## src/rtl/mux3_arb_pkg.sv

```systemverilog
// mux3_arb_pkg: select encodings, state encoding and index helpers shared by the 3:1 mux arbiter.
package mux3_arb_pkg;
  localparam int N_REQ = 3;
  localparam logic [1:0] SEL_D0   = 2'b00;
  localparam logic [1:0] SEL_D1   = 2'b01;
  localparam logic [1:0] SEL_I2   = 2'b10;
  localparam logic [1:0] SEL_NONE = 2'b00;
  localparam logic [0:0] ST_IDLE  = 1'b0;
  localparam logic [0:0] ST_GRANT = 1'b1;
  typedef logic [1:0] idx_t;
  function automatic logic [1:0] sel_of(input idx_t idx);
    return (idx == 2'd2) ? SEL_I2 : (idx == 2'd1) ? SEL_D1 : SEL_D0;
  endfunction
  function automatic logic [N_REQ-1:0] onehot(input idx_t idx);
    return 3'b001 << idx;
  endfunction
  function automatic idx_t next_idx(input idx_t idx);
    return (idx == 2'd2) ? 2'd0 : idx + 2'd1;
  endfunction
endpackage

```

## src/rtl/mux3_arbiter_rr_pick3.sv

```systemverilog
// rr_pick3: combinational round-robin pick over three requests, scanning up from ptr with wrap.
module rr_pick3
  import mux3_arb_pkg::*;
(
  input  logic [2:0] req,
  input  logic [1:0] ptr,
  input  logic [2:0] mask,
  output logic       found,
  output logic [1:0] winner
);
  logic [2:0] w_elig;
  idx_t       w_p0, w_p1, w_p2;
  always_comb begin
    w_elig = req & ~mask;
    w_p0   = (ptr == 2'd3) ? 2'd0 : ptr;
    w_p1   = next_idx(w_p0);
    w_p2   = next_idx(w_p1);
    found  = |w_elig;
    winner = w_elig[w_p0] ? w_p0 : w_elig[w_p1] ? w_p1 : w_elig[w_p2] ? w_p2 : 2'd0;
  end
endmodule

```

## src/rtl/mux3_arbiter.sv

```systemverilog
// mux3_arbiter: round-robin owner of the cascaded 3:1 mux selects; registers one-hot grant and S1/S0.
// Optional per-owner hold limit compiled in with MUX3_ARB_TIMEOUT_EN.
module mux3_arbiter
  import mux3_arb_pkg::*;
#(
  parameter int MAX_HOLD = 8
) (
  input  logic       clk,
  input  logic       rst_n,
  input  logic [2:0] req,
  output logic [2:0] gnt,
  output logic       sel_s1,
  output logic       sel_s0,
  output logic       busy
);
  if (MAX_HOLD < 2 || MAX_HOLD > 255) begin : g_bad_hold
    $error("MAX_HOLD out of range");
  end
  logic [0:0] r_state;
  idx_t       r_own;
  idx_t       r_ptr;
  logic [2:0] w_mask;
  logic       w_rel, w_tmo, w_arb, w_found;
  idx_t       w_win;
`ifdef MUX3_ARB_TIMEOUT_EN
  localparam int HW = $clog2(MAX_HOLD + 1);
  localparam logic [HW-1:0] HOLD_MAX = HW'(MAX_HOLD - 1);
  logic [HW-1:0] r_hold;
  always_comb w_tmo = (r_state == ST_GRANT) && req[r_own] && (r_hold == HOLD_MAX) && |(req & ~w_mask);
`else
  always_comb w_tmo = 1'b0;
`endif
  always_comb begin
    w_mask = (r_state == ST_GRANT) ? onehot(r_own) : 3'b000;
    w_rel  = (r_state == ST_GRANT) && !req[r_own];
    w_arb  = (r_state == ST_IDLE) || w_rel || w_tmo;
  end
  rr_pick3 u_pick (
    .req    (req),
    .ptr    (r_ptr),
    .mask   (w_mask),
    .found  (w_found),
    .winner (w_win)
  );
  // Every output register moves on the same edge so gnt, selects and busy never disagree.
  always_ff @(posedge clk) begin
    if (!rst_n) begin
      r_state         <= ST_IDLE;
      r_own           <= 2'd0;
      r_ptr           <= 2'd0;
      gnt             <= 3'b000;
      {sel_s1,sel_s0} <= SEL_NONE;
      busy            <= 1'b0;
    end else if (w_arb) begin
      r_state         <= w_found ? ST_GRANT : ST_IDLE;
      r_own           <= w_win;
      r_ptr           <= w_found ? next_idx(w_win) : r_ptr;
      gnt             <= w_found ? onehot(w_win) : 3'b000;
      {sel_s1,sel_s0} <= w_found ? sel_of(w_win) : SEL_NONE;
      busy            <= w_found;
    end
  end
`ifdef MUX3_ARB_TIMEOUT_EN
  always_ff @(posedge clk) begin
    if (!rst_n || w_arb) r_hold <= '0;
    else if (r_hold != HOLD_MAX) r_hold <= r_hold + 1'b1;
  end
`endif
endmodule

```

## config.mk

```make
export PLATFORM = sky130hd
export DESIGN_NAME = mux3_arbiter
export DESIGN_NICKNAME = d
export VERILOG_FILES = /design/src/rtl/mux3_arb_pkg.sv /design/src/rtl/mux3_arbiter_rr_pick3.sv /design/src/rtl/mux3_arbiter.sv
export SDC_FILE = /design/constraint.sdc
export NUM_CORES = 1
export LEC_CHECK = 0
export ABC_AREA = 1
export BUFFER_PORTS_ARGS = -buffer_cell sky130_fd_sc_hd__buf_2
export CORE_UTILIZATION = 40
export CTS_CLUSTER_SIZE = 12
export DETAILED_ROUTE_END_ITERATION = 16
export HOLD_SLACK_MARGIN = 0.02
export PLACE_DENSITY = 0.6
export SYNTH_ARGS = -nofsm -noshare
export SYNTH_HDL_FRONTEND = slang
export SYNTH_SLANG_ARGS = --single-unit
```

## constraint.sdc

```tcl
create_clock -name clk -period 4.6 [get_ports clk]
set_input_delay 0.23 -clock clk [delete_from_list [all_inputs] [get_ports clk]]
set_output_delay 0.23 -clock clk [all_outputs]
set_load 0.03 [all_outputs]
```

# After elaboration in Yosys (flattened, before gate mapping)
# Cells that the tools add are included.
# Widths: inputs -> output; s select.
totals:
  input_bits: 5
  register_bits: 11
  output_inout_bits: 6
  elab_cells: 50
op_classes:
  order_cmp: 4
  reduce_logical: 5
  addsub: 3
  mux: 21
  shifts: 2
  bitwise: 3
  n_eq_ne: 5
ops:
  columns: ["op", "n"]
  rows:
  - ["$mux 2", 9]
  - ["$lt 2x3->1 const B", 4]
  - ["$bmux 1 s2", 4]
  - ["$eq 2x2->1 const B", 4]
  - ["$add 2x1->2 const B", 3]
  - ["$mux 1", 6]
  - ["$mux 3", 2]
  - ["$shl 1x2->3 const A", 2]
  - ["$and 3x3->3", 1]
  - ["$not 3->3", 1]
  - ["$reduce_or 3->1", 1]
  - ["$eq 2x1->1 const B", 1]
  - ["$reduce_and 2->1", 1]
  - ["$logic_and 1x1->1", 1]
  - ["$logic_not 1->1", 1]
  - ["$logic_or 1x1->1", 1]
  - ["$not 1->1", 1]

# Depth between registers and ports, before layout
# Gate-level depths: netlist (run 1).
depth:
  word_depth: 15
  mapped_depth: 13
  mapped_depth_nobuf: 13

# Hierarchy
# Synthesis (run 1) repeated with hierarchy kept, for this count alone.
hier_totals:
  hier_cells: 94
  hier_area_um2: 583.1
by_module_without_submodules:
  columns: ["module", "cells_per_inst", "seq_area_each_um2", "area_per_inst_um2", "n_inst"]
  rows:
  - ["mux3_arbiter", 50, 160.2, 364.1, 1]
  - ["rr_pick3", 44, 0.0, 219.0, 1]

# Worst setup path after synthesis (run 1)
# Ideal clock, no wire load.
synth_path:
  kind: "reg2reg"
  from: "reg r_ptr[0]"
  to: "reg gnt[0]"
  n_path_buf: 0
  arrival_ns: 1.336
  synth_period_minus_slack_ns: 1.455
  setup_ns: 0.119
  stages_incl_launch_ff: 13
  path_slack_ns: 3.145
  required_ns: 4.481
  path_cell_list: "dfxtp_1 inv_1 ha_1 inv_1 nand3_1 nand2_1 nand2_1 o21ai_0 nand3_1 nand2_2 nor2_2 nor2_1 nor2_1"
synth_via:
  elab_chain_cells: 13
  elab_cells_between_ends: 19
  classes_between: "2 x add/sub; 3 x eq/ne; 1 x shift; 13 x mux"
synth_rtl:
  columns: ["element", "line_no", "text"]
  rows:
  - ["from (decl)", "mux3_arbiter.sv:21", "idx_t r_ptr;"]
  - ["from (signal assigned)", "mux3_arbiter.sv:57", "r_ptr <= w_found ? next_idx(w_win) : r_ptr;"]
  - ["$eq 2x2->1", "mux3_arbiter_rr_pick3.sv:15", "w_p0 = (ptr == 2'd3) ? 2'd0 : ptr;"]
  - ["$mux 2 (*)", "mux3_arbiter_rr_pick3.sv:15", null]
  - ["$add 2x1->2 or $eq 2x2->1 (tied branches)", "mux3_arb_pkg.sv:18", "return (idx == 2'd2) ? 2'd0 : idx + 2'd1;"]
  - ["$mux 2", "mux3_arb_pkg.sv:18", null]
  - ["$add 2x1->2 or $eq 2x2->1 (tied branches)", "mux3_arb_pkg.sv:18", null]
  - ["$mux 2", "mux3_arb_pkg.sv:18", null]
  - ["$bmux 1 s2", "mux3_arbiter_rr_pick3.sv:19", "winner = w_elig[w_p0] ? w_p0 : w_elig[w_p1] ? w_p1 : w_elig[w_p2] ? w_p2 : 2'd0;"]
  - ["$mux 1 (not written as such)", "mux3_arbiter_rr_pick3.sv:19", null]
  - ["$mux 2 (2 in a row)", "mux3_arbiter_rr_pick3.sv:19", null]
  - ["$mux 2 (*)", "mux3_arbiter_rr_pick3.sv:19", null]
  - ["$shl 1x2->3 (*)", "mux3_arb_pkg.sv:15", "return 3'b001 << idx;"]
  - ["$mux 3 (*)", "mux3_arbiter.sv:58", "gnt <= w_found ? onehot(w_win) : 3'b000;"]
  - ["to (signal assigned)", "mux3_arbiter.sv:58", null]
  - ["to (decl)", "mux3_arbiter.sv:11", "output logic [2:0] gnt,"]
# Every way passes the cells marked *; elsewhere a longest branch is shown, timed or not. The select of a mux whose other input is x is not followed.
# A chain may end at the register's enable or synchronous reset.

# Worst setup path after layout (run 1)
layout_path:
  from: "reg r_ptr[0]"
  to: "reg r_ptr[0]"
layout_via:
  elab_chain_cells: 13
  elab_cells_between_ends: 20
  classes_between: "3 x add/sub; 4 x eq/ne; 13 x mux"
layout_rtl:
  columns: ["element", "line_no"]
  rows:
  - ["$eq 2x2->1", "mux3_arbiter_rr_pick3.sv:15"]
  - ["$mux 2 (*)", "mux3_arbiter_rr_pick3.sv:15"]
  - ["$add 2x1->2 or $eq 2x2->1 (tied branches)", "mux3_arb_pkg.sv:18"]
  - ["$mux 2", "mux3_arb_pkg.sv:18"]
  - ["$add 2x1->2 or $eq 2x2->1 (tied branches)", "mux3_arb_pkg.sv:18"]
  - ["$mux 2", "mux3_arb_pkg.sv:18"]
  - ["$bmux 1 s2", "mux3_arbiter_rr_pick3.sv:19"]
  - ["$mux 1 (not written as such)", "mux3_arbiter_rr_pick3.sv:19"]
  - ["$mux 2 (2 in a row)", "mux3_arbiter_rr_pick3.sv:19"]
  - ["$mux 2 (*)", "mux3_arbiter_rr_pick3.sv:19"]
  - ["$add 2x1->2 or $eq 2x2->1 (tied branches)", "mux3_arb_pkg.sv:18"]
  - ["$mux 2 (*)", "mux3_arb_pkg.sv:18"]
# Marks and branches as above.

==> results of run 1 <==
## routing by layer
metal | vias up | routed length [um] | part of all wire, % | global-route usage [%]
met5 | - | 0 | 0 | 0
met4 | 0 | 0 | 0 | 2.586
met3 | 0 | 48 | 4.6 | 8.333
met2 | 7 | 472 | 45 | 23.79
met1 | 252 | 519 | 50 | 20.88
li1 | 306 | - | - | -
## synth_stat cells (2+ instances only)
| library cell | n |
|---|---|
| inv_1 | 14 |
| ha_1 | 2 |
| nand3_1 | 13 |
| a21oi_1 | 5 |
| nand2_1 | 20 |
| o21ai_0 | 2 |
| nand2_2 | 7 |
| dfxtp_1 | 9 |
| nor2_1 | 8 |
## sequential cells by signal, summed over array words and instances (netlist names)
register	count
gnt	3
r_own	2
r_ptr	2
busy	1
sel_s0	1
## through the flow
stage	cells	power, uW
2_1_floorplan	89	372.2
3_3_place_gp	113	426.4
3_5_place_dp	113	426.6
4_1_cts	117	487.7
5_1_grt	117	538.7
6_report	117	481.3
## critical path, stage by stage, from the launching register on
cell and delay [ps]:
dfxtp_1 330, inv_1 60, ha_1 330, inv_1 100, nand3_1 70, nand2_1 60, nand2_1 50, o21ai_0 70
nand3_1 110, nand2_2 110, nor2_2 50, nor2_1 80, nor2_1 40
## final timing paths
| path | to |
|---|---|
| setup / recovery | r_ptr[0] |
| hold reg to reg | sel_s0 |
| hold / removal | r_own[1] |
| setup reg to reg | r_ptr[0] |
## final cells by class
cell class	instances	area share, %
multi-input cells	64	50.09
flip-flops and latches	9	27.12
inverters	15	8.475
repair buffers	10	7.533
clock buffers	4	3.955
well taps	15	2.825
## placed cells by master (no fill, tap or decap), drive strengths merged
cell type / n
o21ai: 3
nor3: 1
ha: 2
dfxtp: 9
nand2: 27
o21bai: 1
clkbuf: 4
nor2: 9
a21oi: 6
inv: 15
a21boi: 1
nand3: 14
buf: 10
## power by group through the flow
stage	Combinational, uW	Clock [uW]	Sequential [uW]
2_1_floorplan	214	0	158
3_3_place_gp	299	0	128
3_5_place_dp	298	0	129
4_1_cts	299	61.4	127
5_1_grt	342	65.1	131
6_report	296	57.9	127
## kinds of logic after synthesis
| group | after synthesis |
|---|---|
| compound gates | 11 |
| fa+ha+maj | 2 |
| buf+inv | 16 |
| flops | 9 |
| simple gates | 51 |
==> run_results.csv, run 1 <==
group,metric,value,unit
pwr,p_leak,0.0003529,uW
sta,final.setup.tns,0,ps
floorplanning,io_pins,11,
layout,postLayoutCellArea,664.4,sq um
floorplanning,fp.dieH,39.98,um
layout,area_growth_syn_to_layout,15.18,%
yosys,synthArstFlopShare,0,%
layout,multi_input_area,332.8,sq um
yosys,yosysTopAreaCell,"dfxtp_1",
sta,holdWs,184.8,ps
pwr,p_sw,235.7,uW
pwr,clkPwrFrac,12.0,%
sta,relSlewSlack,86.39,%
yosys,yosys_most_used_dff,"dfxtp_1",
setup_path,r2r_start,"r_ptr[0]",
placed_design,dp_hpwl,851.6,um
pwr,p_seq_share,26.4,%
setup_path,cp.arrival,1720,ps
setup_path,critPathMaxFanout,4,
layout,seqCellArea,180.2,sq um
min_path,hold-path-cell-count,3,
drt,drtPass1Iterations,4,
yosys,synth_area,576.8,sq um
min_path,holdCritStartpoint,"rst_n",
sta,fin_crit,1579,ps
layout,nets,110,
setup_path,worstSetupEndpointType,"register",
setup_path,worst_ep_required_time,4740,ps
sta,worst_slew_pin_slew,203.1,ps
floorplanning,core,1318,sq um
yosys,synthAdderAreaFrac,4.338,%
global_route,gr-total-overflow,0,
clock_tree,clock-root-buffer,"clkbuf_4",
drt,final_antenna_net_count,0,
global_route,grt_usage,16.07,%
pwr,ir_drop,313.6,uV
min_path,hold_path_class,"input port to register",
yosys,synth.avg_cell_area,6.481,sq um
drt,viasPerCell,4.829,
yosys,syn_inst,89,
sta,finalSetupViolations,0,
yosys,muxShareOfSynthArea,0,%
sta,maxSlewViolCount,0,
placed_design,port_buffers,10,
setup_path,worstRegToRegCells,12,
clock_tree,insertion_delay,250,ps
clock_tree,cts_sinks,9,
yosys,synth_top_cell_area_share,31.24,%
sta,fin_crit_sh,34.33,%
clock_tree,clk_pin_slew_worst_paths,60,ps
sta,hold_violations,0,
sta,clock_skew,4.943,ps
pwr,power.density,724.4,nW/um^2
global_route,grt_pass1_vias,450,
run,drv_cap,0,
pwr,pwr-share-comb,61.6,%
yosys,syn-num-nets,96,
global_route,grt_max_degree,9,
clock_tree,postCtsHoldBufs,0,
setup_path,reg2reg_setup_slack,3020,ps
drt,routed_wl,1.040,mm
global_route,grt_pass1_wl,1.711,mm
sta,fin_ws,3021,ps
drt,drc,0,
clock_tree,cts_tree,"yes",
placed_design,dpl_cell_area,638.1,sq um
sta,rsz0062_at_grt,"no",
floorplanning,start_util,43.78,%
drt,drt_first_iter_violations,8,
pwr,switching_share,48.96,%
floorplanning,num_rows,13,
clock_tree,htree_levels,1,
layout,fill_cells,144,
layout,drive_gt1_share,25.49,%
floorplanning,dieArea,1598,sq um
placed_design,gp_congestion,0.8555,
sta,fmax,0.6333,GHz
yosys,synth_area_leaders,"dfxtp_1, nand2_1, nand3_1",
layout,final_util,50.43,%
yosys,ys_seq_elements,9,
yosys,synth_simple_gate_area_share,41.65,%
yosys,synth.distinct_cells,18,
yosys,synth_xor_area_share,0,%
clock_tree,cts_setup_buffers,0,
clock_tree,ctsLongestPathBuffers,2,
drt,via_count,565,
layout,diodes,0,
global_route,antenna_found_initial,0,
clock_tree,postCtsResizedCells,0,
yosys,synth_seq_area_share,31.24,%
drt,routedWlPerCell,8.889,um
floorplanning,die_w,39.98,um
yosys,yosys_warnings,0,
placed_design,pre_cts_ws,3013,ps
yosys,synth_edf_count,0,
clock_tree,cts_inserted_buffers,3,
setup_path,start_kind,"register",
setup_path,crit_path_start,"r_ptr[0]",
status,status,"finished clean",
setup_path,crit_type,"register to register",
yosys,synth_top_family_by_area,"simple AND/OR/NAND/NOR gates",
pwr,internal_power,245.6,uW
yosys,synth-compound-area-share,11.71,%
Power figures use the tool's default switching activity.
==> inputs of run 2 (changes only) <==
--- a/config.mk
+++ b/config.mk
@@ -5,11 +5,12 @@
 export SDC_FILE = /design/constraint.sdc
 export NUM_CORES = 1
 export LEC_CHECK = 0
-export ABC_AREA = 1
+export ABC_AREA = 0
 export BUFFER_PORTS_ARGS = -buffer_cell sky130_fd_sc_hd__buf_2
-export CORE_UTILIZATION = 40
+export CORE_AREA = 2 2 39 41
 export CTS_CLUSTER_SIZE = 12
 export DETAILED_ROUTE_END_ITERATION = 16
+export DIE_AREA = 0 0 41 43
 export HOLD_SLACK_MARGIN = 0.02
 export PLACE_DENSITY = 0.6
 export SYNTH_ARGS = -nofsm -noshare
==> constraint.sdc (replaced) <==
create_clock -name clk -period 1.41 [get_ports clk]
set_input_delay 0.0705 -clock clk [delete_from_list [all_inputs] [get_ports clk]]
set_output_delay 0.0705 -clock clk [all_outputs]
set_load 0.03 [all_outputs]
==> run 2 against run 1 <==
Total power grew 79%. Synthesized cell count shrank 34%. Die area grew 10%. Sequential cell count is the same. Critical path depth shrank 6. Combinational power grew 18%. Non-clock buffer count grew 8. Critical endpoint is now gnt[0]. Routed wire length grew 6.6%. Final cell count shrank 20%. The flow now finishes with violations (negative setup slack). First-iteration DRC count shrank 38%. Clock skew grew 2.5 ps. Global-route usage shrank 0.31 points.
==> run_results.csv, run 2 <==
group,metric,value,unit
status,status,"complete, but fails checks",
status,violations,"negative setup slack",
global_route,grt_max_degree,7,
sta,final.setup.tns,-2387,ps
min_path,hold-path-cell-count,2,
pwr,pwr-share-comb,40.4,%
sta,maxSlewViolCount,0,
placed_design,port_buffers,10,
pwr,internal_power,578.4,uW
clock_tree,insertion_delay,250,ps
yosys,syn_inst,59,
setup_path,crit_type,"register to register",
sta,hold_violations,0,
drt,met1_length,511,um
sta,relSlewSlack,78.04,%
setup_path,reg2reg_setup_slack,-340,ps
yosys,synth_area,499.2,sq um
sta,fin_crit,1754,ps
setup_path,critPathMaxFanout,4,
setup_path,worst_ep_required_time,1550,ps
clock_tree,htree_levels,1,
sta,fin_crit_sh,124.4,%
setup_path,slowest_stage,"or4b_4",
sta,finalSetupViolations,8,
layout,top_register,"gnt",
global_route,grt_usage,15.76,%
setup_path,max_stage_delay,520,ps
drt,final_antenna_net_count,0,
layout,final_common_cell,"buf_2",
layout,drive_gt1_share,38.46,%
placed_design,place_inst,90,
pwr,p_seq_share,37.4,%
run,drv_cap,0,
drt,routed_wl,1.109,mm
drt,viasPerCell,5.372,
clock_tree,clk_pin_slew_worst_paths,60,ps
setup_path,worst-path-buf-inv,1,
drt,drt_first_iter_violations,5,
clock_tree,cts_tree,"yes",
setup_path,rr_endpoint,"gnt[0]",
setup_path,path_delay_family,"simple AND/OR/NAND/NOR gates",
clock_tree,cts_sinks,9,
layout,largest_register_ffs,3,
pwr,p_sw,284.5,uW
yosys,synthArstFlopShare,0,%
sta,clock_skew,7.439,ps
setup_path,start_kind,"register",
setup_path,r2r_start,"r_ptr[0]",
yosys,yosys_most_used_dff,"dfxtp_1",
floorplanning,io_pins,11,
global_route,gr-total-overflow,0,
drt,met2_length,530,um
yosys,synth_seq_area_share,36.09,%
yosys,ys_seq_elements,9,
global_route,grt_pass1_vias,475,
setup_path,path_cells,"inv_2 -> ha_4 -> and4bb_1 -> o31ai_1 -> or4b_4 -> a32o_1",
clock_tree,cts_inserted_buffers,3,
floorplanning,num_rows,14,
layout,final_cell_mix,"buf_2, buf_4, dfxtp_1",
layout,top_regs,"gnt x3, r_own x2, r_ptr x2",
setup_path,worstRegToRegCells,6,
yosys,yosys_warnings,0,
yosys,synth_top_cell_area_share,36.09,%
pwr,clkPwrFrac,22.1,%
floorplanning,core,1384,sq um
yosys,synth.avg_cell_area,8.462,sq um
sta,fmax,0.5701,GHz
yosys,syn-num-nets,66,
min_path,hold_path_end,"busy",
yosys,synth_most_common_cell,"dfxtp_1",
floorplanning,start_util,36.08,%
clock_tree,ctsLongestPathBuffers,2,
drt,drc,0,
global_route,grt_pass1_wl,1.925,mm
floorplanning,dieArea,1763,sq um
yosys,synth_edf_count,0,
layout,area_growth_syn_to_layout,32.83,%
drt,drtPass1Iterations,4,
global_route,antenna_found_initial,0,
floorplanning,die_w,41,um
clock_tree,postCtsResizedCells,2,
floorplanning,fp.dieH,43,um
layout,nets,86,
sta,fin_ws,-344.1,ps
setup_path,cp.arrival,1890,ps
placed_design,gp_congestion,0.7145,
clock_tree,clock-root-buffer,"clkbuf_4",
setup_path,worstSetupEndpointType,"register",
yosys,netlist_top_cells_count,"dfxtp_1, inv_1, nand3_1, o21ai_0, o22ai_1",
layout,final_util,47.92,%
drt,top_layer,"met4",
sta,worst_slew_pin_slew,327.9,ps
pwr,switching_share,32.97,%
layout,diodes,0,
min_path,holdCritStartpoint,"rst_n",
drt,routed-wl-met3,54,um
yosys,synth.distinct_cells,30,
layout,instances_no_fill,94,
clock_tree,postCtsHoldBufs,0,
pwr,p_leak,0.0002876,uW
placed_design,dp_hpwl,859.4,um
clock_tree,cts_setup_buffers,0,
drt,via_count,505,
min_path,hold_path_class,"input port to register",
pwr,ir_drop,871.3,uV
drt,routedWlPerCell,11.80,um
yosys,synth_area_leaders,"dfxtp_1, ha_1, o22ai_1",
setup_path,path_depth,6,
sta,rsz0062_at_grt,"yes",
yosys,yosysTopAreaCell,"dfxtp_1",
pwr,power.density,1301,nW/um^2
==> run 2: worst max path at each step <==
stage | from | endpoint | slack [ps]
after floorplan | r_ptr[0] | gnt[0] | -370
after global placement | r_ptr[0] | gnt[1] | -370
after detailed placement | r_ptr[0] | r_own[0] | -400
after CTS | r_ptr[0] | gnt[0] | -350
after global routing | r_ptr[0] | gnt[0] | -430
final | r_ptr[0] | gnt[0] | -340
==> run 2: kinds of logic after synthesis <==
kind of cell | share of synthesized area, %
flops | 36.09
simple gates | 29.07
fa+ha+maj | 5.012
mux | 2.005
buf+inv | 7.768
compound gates | 20.05
==> run 2: area by class of cell <==
type                       count  area (sq um)
multi-input combinational     41         296.5
fill                         136         720.7
sequential                     9         183.9
timing repair buffer          18         113.9
clock buffer                   4         26.28
tap                           16         20.02
inverter                       6         22.52
==> run 2: stage by stage <==
step	hold WS, ps	cell area, sq um	total power [uW]	setup WS, ps
after floorplan	192.1	515.5	555.3	-365.3
after global placement	347.1	629.4	658.0	-373.4
after detailed placement	357.3	629.4	662.1	-395.8
after CTS	86.48	663.1	873.7	-348.4
after global routing	119.7	663.1	931.0	-430.9
final	100.4	663.1	862.8	-344.1
==> run 2: power groups by stage <==
| stage | registers (uW) | logic (uW) | clock network (uW) |
|---|---|---|---|
| after floorplan | 370 | 186 | 0 |
| after global placement | 329 | 329 | 0 |
| after detailed placement | 329 | 333 | 0 |
| after CTS | 324 | 349 | 201 |
| after global routing | 329 | 392 | 210 |
| final | 323 | 349 | 191 |
==> run 2: per-layer routing <==
| layer | global-route usage, % | up-vias |
|---|---|---|
| met2 | 24.69 | 11 |
| li1 | - | 251 |
| met4 | 8.000 | 0 |
| met5 | 0 | - |
| met3 | 1.571 | 2 |
| met1 | 20.33 | 241 |
==> run 2: worst reg2reg max path, stage by stage (launching register included) <==
cell and delay, ps:
dfxtp_2 330, inv_2 40, ha_4 260, and4bb_1 180, o31ai_1 80, or4b_4 520, a32o_1 230
==> inputs of run 3 (changes only) <==
--- a/config.mk
+++ b/config.mk
@@ -16,3 +16,4 @@
 export SYNTH_ARGS = -nofsm -noshare
 export SYNTH_HDL_FRONTEND = slang
 export SYNTH_SLANG_ARGS = --single-unit
+export TNS_END_PERCENT = 50
==> constraint.sdc (replaced) <==
create_clock -name clk -period 1.41 [get_ports clk]
set_input_delay 0.141 -clock clk [delete_from_list [all_inputs] [get_ports clk]]
set_output_delay 0.141 -clock clk [all_outputs]
set_load 0.03 [all_outputs]
==> run 3 against run 2 <==
The run still ends with negative setup slack left. Clock power about the same. Clock-buffer cell count stayed put. Hold slack improved by 73 ps. Core utilization is 1.9 points lower. Sequential cell count is the same. Non-clock buffer count decreased by 3. Clock skew down 5.6 ps. Sequential share of layout area increased by 1.1 points. Final area down 4.0%. Highest routed layer unchanged.
==> run_results.csv, run 3 (synthesized netlist as in run 2, its figures left out) <==
group,metric,value,unit
pwr,power.density,1319,nW/um^2
setup_path,crit_type,"register to register",
min_path,holdCritStartpoint,"rst_n",
drt,final_antenna_net_count,0,
run,drv_cap,0,
status,status,"complete, but fails checks",
setup_path,worst_ep_required_time,1560,ps
layout,top_register,"gnt",
setup_path,path_cells,"inv_2 -> ha_4 -> and4bb_1 -> o31ai_1 -> or4b_4 -> a32o_1",
sta,finalSetupViolations,8,
setup_path,start_kind,"register",
sta,maxSlewViolCount,0,
setup_path,r2r_start,"r_ptr[0]",
setup_path,crit_path_start,"r_ptr[0]",
floorplanning,die_w,41,um
sta,fmax,0.5655,GHz
clock_tree,cts_tree,"yes",
sta,fin_crit,1768,ps
placed_design,gp_congestion,0.7211,
placed_design,port_buffers,10,
clock_tree,htree_levels,1,
floorplanning,num_rows,14,
sta,worst_slew_pin_slew,325.1,ps
layout,nets,83,
sta,rsz0062_at_grt,"yes",
layout,largest_register_ffs,3,
clock_tree,clock-root-buffer,"clkbuf_4",
clock_tree,insertion_delay,250,ps
drt,viasPerCell,5.352,
layout,final_util,46.02,%
global_route,grt_usage,14.75,%
global_route,grt_pass1_wl,1.800,mm
layout,final_cell_mix,"buf_2, dfxtp_1, inv_1, buf_4",
global_route,antenna_found_initial,0,
floorplanning,dieArea,1763,sq um
layout,area_growth_syn_to_layout,27.57,%
clock_tree,clk_pin_slew_worst_paths,60,ps
pwr,ir_drop,606.1,uV
global_route,grt_max_degree,7,
layout,top_regs,"gnt x3, r_own x2, r_ptr x2",
setup_path,critPathMaxFanout,6,
floorplanning,core,1384,sq um
sta,fin_crit_sh,125.4,%
setup_path,worstSetupEndpointType,"register",
layout,fill_cells,144,
sta,hold_violations,0,
pwr,p_leak,0.0002725,uW
setup_path,cp.arrival,1920,ps
layout,diodes,0,
sta,relSlewSlack,78.23,%
setup_path,slowest_stage,"or4b_4",
layout,final_common_cell,"buf_2",
sta,fin_ws,-358.3,ps
global_route,gr-total-overflow,0,
floorplanning,start_util,36.08,%
clock_tree,postCtsHoldBufs,0,
layout,drive_gt1_share,36.00,%
clock_tree,cts_inserted_buffers,3,
drt,drtPass1Iterations,4,
min_path,hold_path_class,"input port to register",
setup_path,max_stage_delay,530,ps
drt,drt_first_iter_violations,11,
floorplanning,fp.dieH,43,um
clock_tree,ctsLongestPathBuffers,2,
drt,routedWlPerCell,11.77,um
sta,clock_skew,1.795,ps
floorplanning,io_pins,11,
clock_tree,cts_sinks,9,
global_route,grt_pass1_vias,443,
layout,multi_input_area,296.5,sq um
drt,via_count,487,
placed_design,pre_cts_ws,-438.3,ps
layout,seqCellArea,183.9,sq um
drt,drc,0,
status,violations,"negative setup slack",
drt,routed_wl,1.071,mm
placed_design,dp_hpwl,837.9,um
==> run 3: cell type report <==
cell class	instances	share of cell area, %
Sequential cell	9	28.88
Inverter	6	3.536
Multi-Input combinational cell	41	46.56
Tap cell	16	3.143
Timing Repair Buffer	15	13.75
Clock buffer	4	4.126
==> run 3: final timing paths <==
kind              cells after the start      to  slack, ps
setup / recovery                      6  gnt[0]       -360
hold / removal                        2    busy        170
setup reg to reg                      6  gnt[0]       -360
hold reg to reg                       2  gnt[1]        450
==> run 3: repair_timing <==
| action | CTS | global route |
|---|---|---|
| gates resized for setup | 2 | 0 |
| buffers inserted | 1 | 0 |
| endpoints found under the setup margin | 8 | 8 |
==> run 3: stage by stage <==
stage,total power (uW),setup TNS [ps],std cells,hold slack [ps],instance area [sq um]
floorplan,554.4,-1842,59,262.6,514.2
finish,840.1,-2225,91,173.4,636.9
CTS,847.1,-2223,91,170.6,636.9
detailed placement,633.3,-2659,86,436.5,598.1
global placement,629.3,-2482,86,438.0,598.1
global route,898.7,-3001,91,177.7,636.9
==> run 3: power by group <==
part	leakage [uW]	switching, uW	total (uW)	internal (uW)
logic	0.000183	171	324	153
registers	0.0000749	26.5	322	296
clock network	0.0000150	85.2	194	109
total	0.000273	283	840	557
==> run 3: per-layer routing <==
metal	GRT usage, %	part of all wire [%]	up-vias
met5	0	0	-
met4	8.000	2.0	0
met3	1.571	4.9	4
met2	20.31	45	18
met1	21.64	48	220
li1	-	-	245
==> run 3: worst max-delay path: cells and delay by family (launching register included) <==
family | cells | cell delay, ps
compound gates | 2 | 320
fa+ha+maj | 1 | 260
flops | 1 | 330
buf+inv | 1 | 40
simple gates | 2 | 710
